==> src/rtl/joy_dir_filter_pkg.sv <==
// Shared types and helpers for the joystick direction conditioner.
// Direction nibble packing is {up, down, left, right}.
package joy_pkg;

  typedef enum logic [1:0] {
    JM_PASS  = 2'b00,
    JM_LAST  = 2'b01,
    JM_FIRST = 2'b10,
    JM_HORZ  = 2'b11
  } joy_mode_t;

  localparam int DIR_UP = 3;
  localparam int DIR_DN = 2;
  localparam int DIR_LT = 1;
  localparam int DIR_RT = 0;

  // One-hot highest-priority set bit: up > down > left > right.
  function automatic logic [3:0] prio1(input logic [3:0] v);
    logic [3:0] r;
    r = 4'b0000;
    if (v[DIR_UP])      r[DIR_UP] = 1'b1;
    else if (v[DIR_DN]) r[DIR_DN] = 1'b1;
    else if (v[DIR_LT]) r[DIR_LT] = 1'b1;
    else if (v[DIR_RT]) r[DIR_RT] = 1'b1;
    return r;
  endfunction

endpackage

==> src/rtl/joy_dir_filter_if.sv <==
// Mode/direction bundle between the input merge and the conditioner.
interface joy_dir_filter_if #(
  parameter int NPLAYERS = 2
);
  import joy_pkg::*;

  joy_mode_t                   mode;
  logic [NPLAYERS-1:0][3:0]    indir;
  logic [NPLAYERS-1:0][3:0]    outdir;
  logic [NPLAYERS-1:0]         chg;

  modport master (output mode, output indir, input outdir, input chg);
  modport slave  (input mode, input indir, output outdir, output chg);
endinterface

==> src/rtl/joy_dir_filter_chan.sv <==
// One player channel: 2-flop sync, per-bit debounce, SOCD resolve,
// mode-selected restriction mask and registered output with change pulse.
module joy_dir_chan
  import joy_pkg::*;
#(
  parameter int DEB_CYCLES = 16
) (
  input  logic      clk_sys,
  input  logic      reset,
  input  joy_mode_t mode,
  input  joy_mode_t mode_q,
  input  logic [3:0] raw,
  output logic [3:0] outdir,
  output logic       chg
);

  logic [3:0] s1, s2, deb;
  logic [3:0] s, s_q, new_p;
  logic [3:0] mask, mask_nx, out_nx;

  always_ff @(posedge clk_sys or posedge reset) begin
    if (reset) begin
      s1 <= 4'b0;
      s2 <= 4'b0;
    end else begin
      s1 <= raw;
      s2 <= s1;
    end
  end

  generate
    if (DEB_CYCLES == 0) begin : g_nodeb
      assign deb = s2;
    end else begin : g_deb
      localparam int CW = $clog2(DEB_CYCLES + 1);
      logic [3:0][CW-1:0] cnt;
      logic [3:0]         deb_r;

      // Counter only runs while sync disagrees; it can never pass DEB_CYCLES-1.
      always_ff @(posedge clk_sys or posedge reset) begin
        if (reset) begin
          cnt   <= '0;
          deb_r <= 4'b0;
        end else begin
          for (int b = 0; b < 4; b++) begin
            if (s2[b] == deb_r[b]) begin
              cnt[b] <= '0;
            end else if (cnt[b] == CW'(DEB_CYCLES - 1)) begin
              deb_r[b] <= s2[b];
              cnt[b]   <= '0;
            end else begin
              cnt[b] <= cnt[b] + 1'b1;
            end
          end
        end
      end
      assign deb = deb_r;
    end
  endgenerate

  // Opposing directions cancel before any mode logic sees them.
  always_comb begin
    s = deb;
    if (deb[DIR_UP] && deb[DIR_DN]) begin
      s[DIR_UP] = 1'b0;
      s[DIR_DN] = 1'b0;
    end
    if (deb[DIR_LT] && deb[DIR_RT]) begin
      s[DIR_LT] = 1'b0;
      s[DIR_RT] = 1'b0;
    end
  end

  assign new_p = s & ~s_q;

  always_comb begin
    mask_nx = mask;
    out_nx  = s;
    if (mode != mode_q) begin
      mask_nx = 4'b0;
    end else begin
      case (mode)
        JM_LAST: begin
          if (|new_p)
            mask_nx = prio1(new_p);
          else if (mask == 4'b0 || |(mask & ~s))
            mask_nx = prio1(s);
        end
        JM_FIRST: begin
          // Held direction wins; re-arbitrate only once it is gone.
          if (mask == 4'b0 || |(mask & ~s))
            mask_nx = prio1(s);
        end
        default: mask_nx = 4'b0;
      endcase
    end
    case (mode)
      JM_PASS:  out_nx = s;
      JM_LAST,
      JM_FIRST: out_nx = s & mask_nx;
      JM_HORZ:  out_nx = {2'b00, s[1:0]};
      default:  out_nx = s;
    endcase
  end

  always_ff @(posedge clk_sys or posedge reset) begin
    if (reset) begin
      s_q    <= 4'b0;
      mask   <= 4'b0;
      outdir <= 4'b0;
      chg    <= 1'b0;
    end else begin
      s_q    <= s;
      mask   <= mask_nx;
      outdir <= out_nx;
      chg    <= (out_nx != outdir);
    end
  end

endmodule

==> src/rtl/joy_dir_filter.sv <==
// Multi-player joystick direction conditioner: one channel per player,
// sharing a registered copy of the mode to detect mode switches.
module joy_dir_filter
  import joy_pkg::*;
#(
  parameter int NPLAYERS   = 2,
  parameter int DEB_CYCLES = 16
) (
  input logic              clk_sys,
  input logic              reset,
  joy_dir_filter_if.slave  bus
);

  joy_mode_t                mode_q;
  logic [NPLAYERS-1:0][3:0] outdir_w;
  logic [NPLAYERS-1:0]      chg_w;

  always_ff @(posedge clk_sys or posedge reset) begin
    if (reset) mode_q <= JM_PASS;
    else       mode_q <= bus.mode;
  end

  generate
    for (genvar p = 0; p < NPLAYERS; p++) begin : g_chan
      joy_dir_chan #(
        .DEB_CYCLES (DEB_CYCLES)
      ) u_chan (
        .clk_sys (clk_sys),
        .reset   (reset),
        .mode    (bus.mode),
        .mode_q  (mode_q),
        .raw     (bus.indir[p]),
        .outdir  (outdir_w[p]),
        .chg     (chg_w[p])
      );
    end
  endgenerate

  assign bus.outdir = outdir_w;
  assign bus.chg    = chg_w;

endmodule

==> src/flat_wrapper.sv <==
// flat-port wrapper written by rule: the top's interface ports become plain ports
module joy_dir_filter_flat import joy_pkg::*;
#(
  parameter int NPLAYERS   = 2,
  parameter int DEB_CYCLES = 16
)
  (clk_sys, reset, bus_mode, bus_indir, bus_outdir, bus_chg);
  joy_dir_filter_if #(.NPLAYERS(NPLAYERS)) bus_i ();
  input logic clk_sys;
  input logic reset;
  input wire logic [$bits(bus_i.mode)-1:0] bus_mode;
  input wire logic [$bits(bus_i.indir)-1:0] bus_indir;
  output wire logic [$bits(bus_i.outdir)-1:0] bus_outdir;
  output wire logic [$bits(bus_i.chg)-1:0] bus_chg;
  assign bus_i.mode = bus_mode;
  assign bus_i.indir = bus_indir;
  assign bus_outdir = bus_i.outdir;
  assign bus_chg = bus_i.chg;
  joy_dir_filter #(.NPLAYERS(NPLAYERS), .DEB_CYCLES(DEB_CYCLES)) u_core (.clk_sys(clk_sys), .reset(reset), .bus(bus_i));
endmodule
==> config.mk <==
export PLATFORM = sky130hd
export DESIGN_NAME = joy_dir_filter_flat
export DESIGN_NICKNAME = d
export VERILOG_FILES = /design/src/rtl/joy_dir_filter_pkg.sv /design/src/rtl/joy_dir_filter_if.sv /design/src/rtl/joy_dir_filter_chan.sv /design/src/rtl/joy_dir_filter.sv /design/src/flat_wrapper.sv
export SDC_FILE = /design/constraint.sdc
export NUM_CORES = 1
export LEC_CHECK = 0
export BUFFER_PORTS_ARGS = -buffer_cell sky130_fd_sc_hd__buf_2
export CORE_ASPECT_RATIO = 1.2
export CORE_MARGIN = 4
export CORE_UTILIZATION = 50
export CTS_CLUSTER_DIAMETER = 100
export DETAILED_ROUTE_END_ITERATION = 6
export GPL_TIMING_DRIVEN = 1
export PLACE_DENSITY = 0.67
export SLEW_MARGIN = 0
export SYNTH_ARGS = -nofsm -noshare
export SYNTH_HDL_FRONTEND = slang
export SYNTH_HIERARCHICAL = 1
export SYNTH_SLANG_ARGS = --single-unit
==> constraint.sdc <==
create_clock -name clk_sys -period 2.05 [get_ports clk_sys]
set_input_delay 0.3075 -clock clk_sys [delete_from_list [all_inputs] [get_ports clk_sys]]
set_output_delay 0.3075 -clock clk_sys [all_outputs]
set_load 0.1 [all_outputs]
==> metrics.txt <==
status=complete, no violations; P&R area growth vs syn=18.3%; vias after detailed routing=2979; CORE AREA=8200 um2; combinational group share of total power=6.9%; max-slew violation count=0; Max-Cap Viols=0; pre-CTS WS=-0.0741 ns; Yosys warnings=6; total power=3.58 mW; Die Y=109 um; main flop type after synthesis=dfrtp_1; critical path required time=2.28 ns; Die Span X=roughly 92 um; hpwl dp=5550 um; ratio of cells with drive above 1 in the final layout=between 20% and 30%; first-pass GRT wire length=between 10000 and 15000 um; CP cell instances=nand2b_4, o221ai_2, o31ai_4, a21oi_1, a211o_1, a311oi_2, nand3_1; internal power=2.77 mW; number of flops mapped to enable cells by yosys=0; Pwr Density=713 nW/um2; unrepaired setup endpoints after global routing=true; register area share after synthesis=54.2%; Tmin final=1.92 ns; Worst R2R Setup Slack=0.13 ns; full die area=10000 um2; Slew headroom=43.7%; antenna violations before repair=0; CTS tree=built; total CTS buffers=9; H-tree level count=3; flops & latches, synth=92; skew final=0.0119 ns; Max Fclk=approximately 0.52 GHz; DR vias/cell=5.24; nets=477; P_leak=2.52 nW; top cell type's share of synthesized area=54.2%; Synthesized Nets=roughly 420; Syn Inst Count=393; Total GRT Usage=16.3%; Commonest cells post-synth=dfrtp_1, nor2_1, inv_1, xor2_1, nand3_1; Mapped Area=4250 um2; drt first pass iters=4; Worst-Skew Late Latency=approximately 0.35 ns; Post-route DRC=0; vias in the first global route=2990; fin crit share=a little over 90%; Clock Pin Slew Worst Setup and Hold Paths=0.09 ns; Area contributors post-synth=dfrtp_1, xor2_1, nor2_1; PortBufs=21; Synth area leader=dfrtp_1; row cnt=36; CTS Sinks=92; I/O pin count=22; CP peak stage delay=0.42 ns; mean post-synth cell area=~11 um2; path type of the worst min-delay path=in -> reg; clock share of power=39.8%; WS Path Type=reg -> reg; CP Launch Type=register; total grt overflow=0; CTS Buffer Depth=2; CTS root buffer=clkbuf_8; asr flop ratio synth=100%; P_sw=about 0.81 mW; Sw Ratio=22.6%; Avg WL per Cell=13.6 um; cell with the most instances after synthesis=dfrtp_1; Reg power frac=53.3%; Data arrival, critical path=2.15 ns; initial drt markers=138; CP endpoint kind=register; Worst-Margin Slew=between 0.8 and 0.9 ns; Initial Util=51.8%; final non-filler cell area=approximately 5000 um2; antenna-violating nets left=0; slowest CP cell=dfrtp_1; Fin. Hold Viols=0; pin count of the biggest net entering global routing=26; dpl cell area=4640 um2; Cell variety after synth=56; CP max FO=6; final worst slack=0.132 ns; WL final=7730 um; Setup violations, final=0; Peak VDD IR=0.000563 V; RD Place Congestion=0.894; number of diodes=0
-- flip-flops by register name (all words and copies together) (netlist names) --
name and flops:
u_core/g_chan.u_chan/chg 2, u_core/g_chan.u_chan/deb 8, u_core/g_chan.u_chan/g_deb.cnt 40, u_core/g_chan.u_chan/mask 8
u_core/g_chan.u_chan/outdir 8, u_core/g_chan.u_chan/s1 8, u_core/g_chan.u_chan/s2 8, u_core/g_chan.u_chan/s_q 8
u_core/mode_q 2
-- through the flow --
step	hold slack (ns)	TNS (ns)	std cells	util, %
after floorplan	0.0487	0	393	-
after global placement	0.183	-0.0144	545	56.6
after detailed placement	0.197	-0.0910	545	56.6
after CTS	0.0450	0	562	59.7
after global routing	0.0384	-0.0458	568	61.3
final	0.0600	0	568	61.3
-- cell families after synthesis --
family          synth area share, %
xor+xnor                       6.19
flops                          54.2
mux                            2.62
fa+ha+maj                      4.72
compound gates                 12.0
simple gates                   17.1
buf+inv                        3.18
-- area by class of cell --
| type | instances | area [um2] |
|---|---|---|
| Multi-Input combinational cell | 270 | 1890 |
| Fill cell | 679 | 3170 |
| Clock inverter | 4 | 77.6 |
| Clock buffer | 12 | 165 |
| Sequential cell | 92 | 2310 |
| Timing Repair Buffer | 51 | 345 |
| Inverter | 25 | 93.8 |
| Tap cell | 114 | 143 |
-- path summary, 6_finish.rpt --
check | startpoint | endpoint | cells past startpoint
setup reg to reg | u_core/g_chan[1].u_chan/deb[3] | u_core/g_chan[1].u_chan/chg | 7
hold / removal | bus_indir[7] | u_core/g_chan[1].u_chan/s1[3] | 1
min in group asynchronous | reset | u_core/mode_q[1] | 3
max in group asynchronous | reset | u_core/g_chan[0].u_chan/deb[2] | 4
hold reg to reg | u_core/g_chan[0].u_chan/s1[3] | u_core/g_chan[0].u_chan/s2[3] | 0
setup / recovery | u_core/g_chan[1].u_chan/deb[3] | u_core/g_chan[1].u_chan/chg | 7
-- power groups by stage --
stage | Clock (mW) | Sequential (mW) | Combinational, mW
floorplan | 0 | 1.94 | 0.159
global placement | 0 | 1.94 | 0.239
detailed placement | 0 | 1.94 | 0.246
CTS | 1.46 | 1.91 | 0.249
global route | 1.55 | 1.92 | 0.290
finish | 1.43 | 1.91 | 0.248
-- cell usage in the layout (no fill, tap or decap), drive strengths merged, types with 4 or more instances in the layout --
cell / instances
mux2: 9
o21ai: 18
inv: 24
buf: 50
ha: 16
clkbuf: 12
dfrtp: 92
xnor2: 6
nor2: 54
a21oi: 12
nor3: 7
a22oi: 4
xor2: 24
nand2b: 15
and3: 10
nand3: 19
and2: 12
nand2: 13
a31oi: 8
-- repair_timing --
action,4_1_cts,5_1_grt
hold buffers,1,0
setup buffers,0,6
pin swaps,0,4
setup endpoints to repair,1,3
endpoints found under the hold margin,18,0
gates resized for setup,1,20
-- worst max-delay path: cells and delay by family, from the launching register on --
kind | cells | cell delay (ns)
AO/OA/AOI/OAI | 5 | 1.11
flip-flops | 1 | 0.42
AND/OR/NAND/NOR | 2 | 0.28
-- layer usage --
metal	wire length [um]	part of all wire, %	vias to the layer above	track usage (%)
met3	212	2.7	14	3.73
met1	3400	44	1444	19.7
met2	3960	51	52	29.0
met4	152	2.0	0	5.41
li1	-	-	1469	-
met5	0	0	-	0
(Power assumes the default switching activity.)
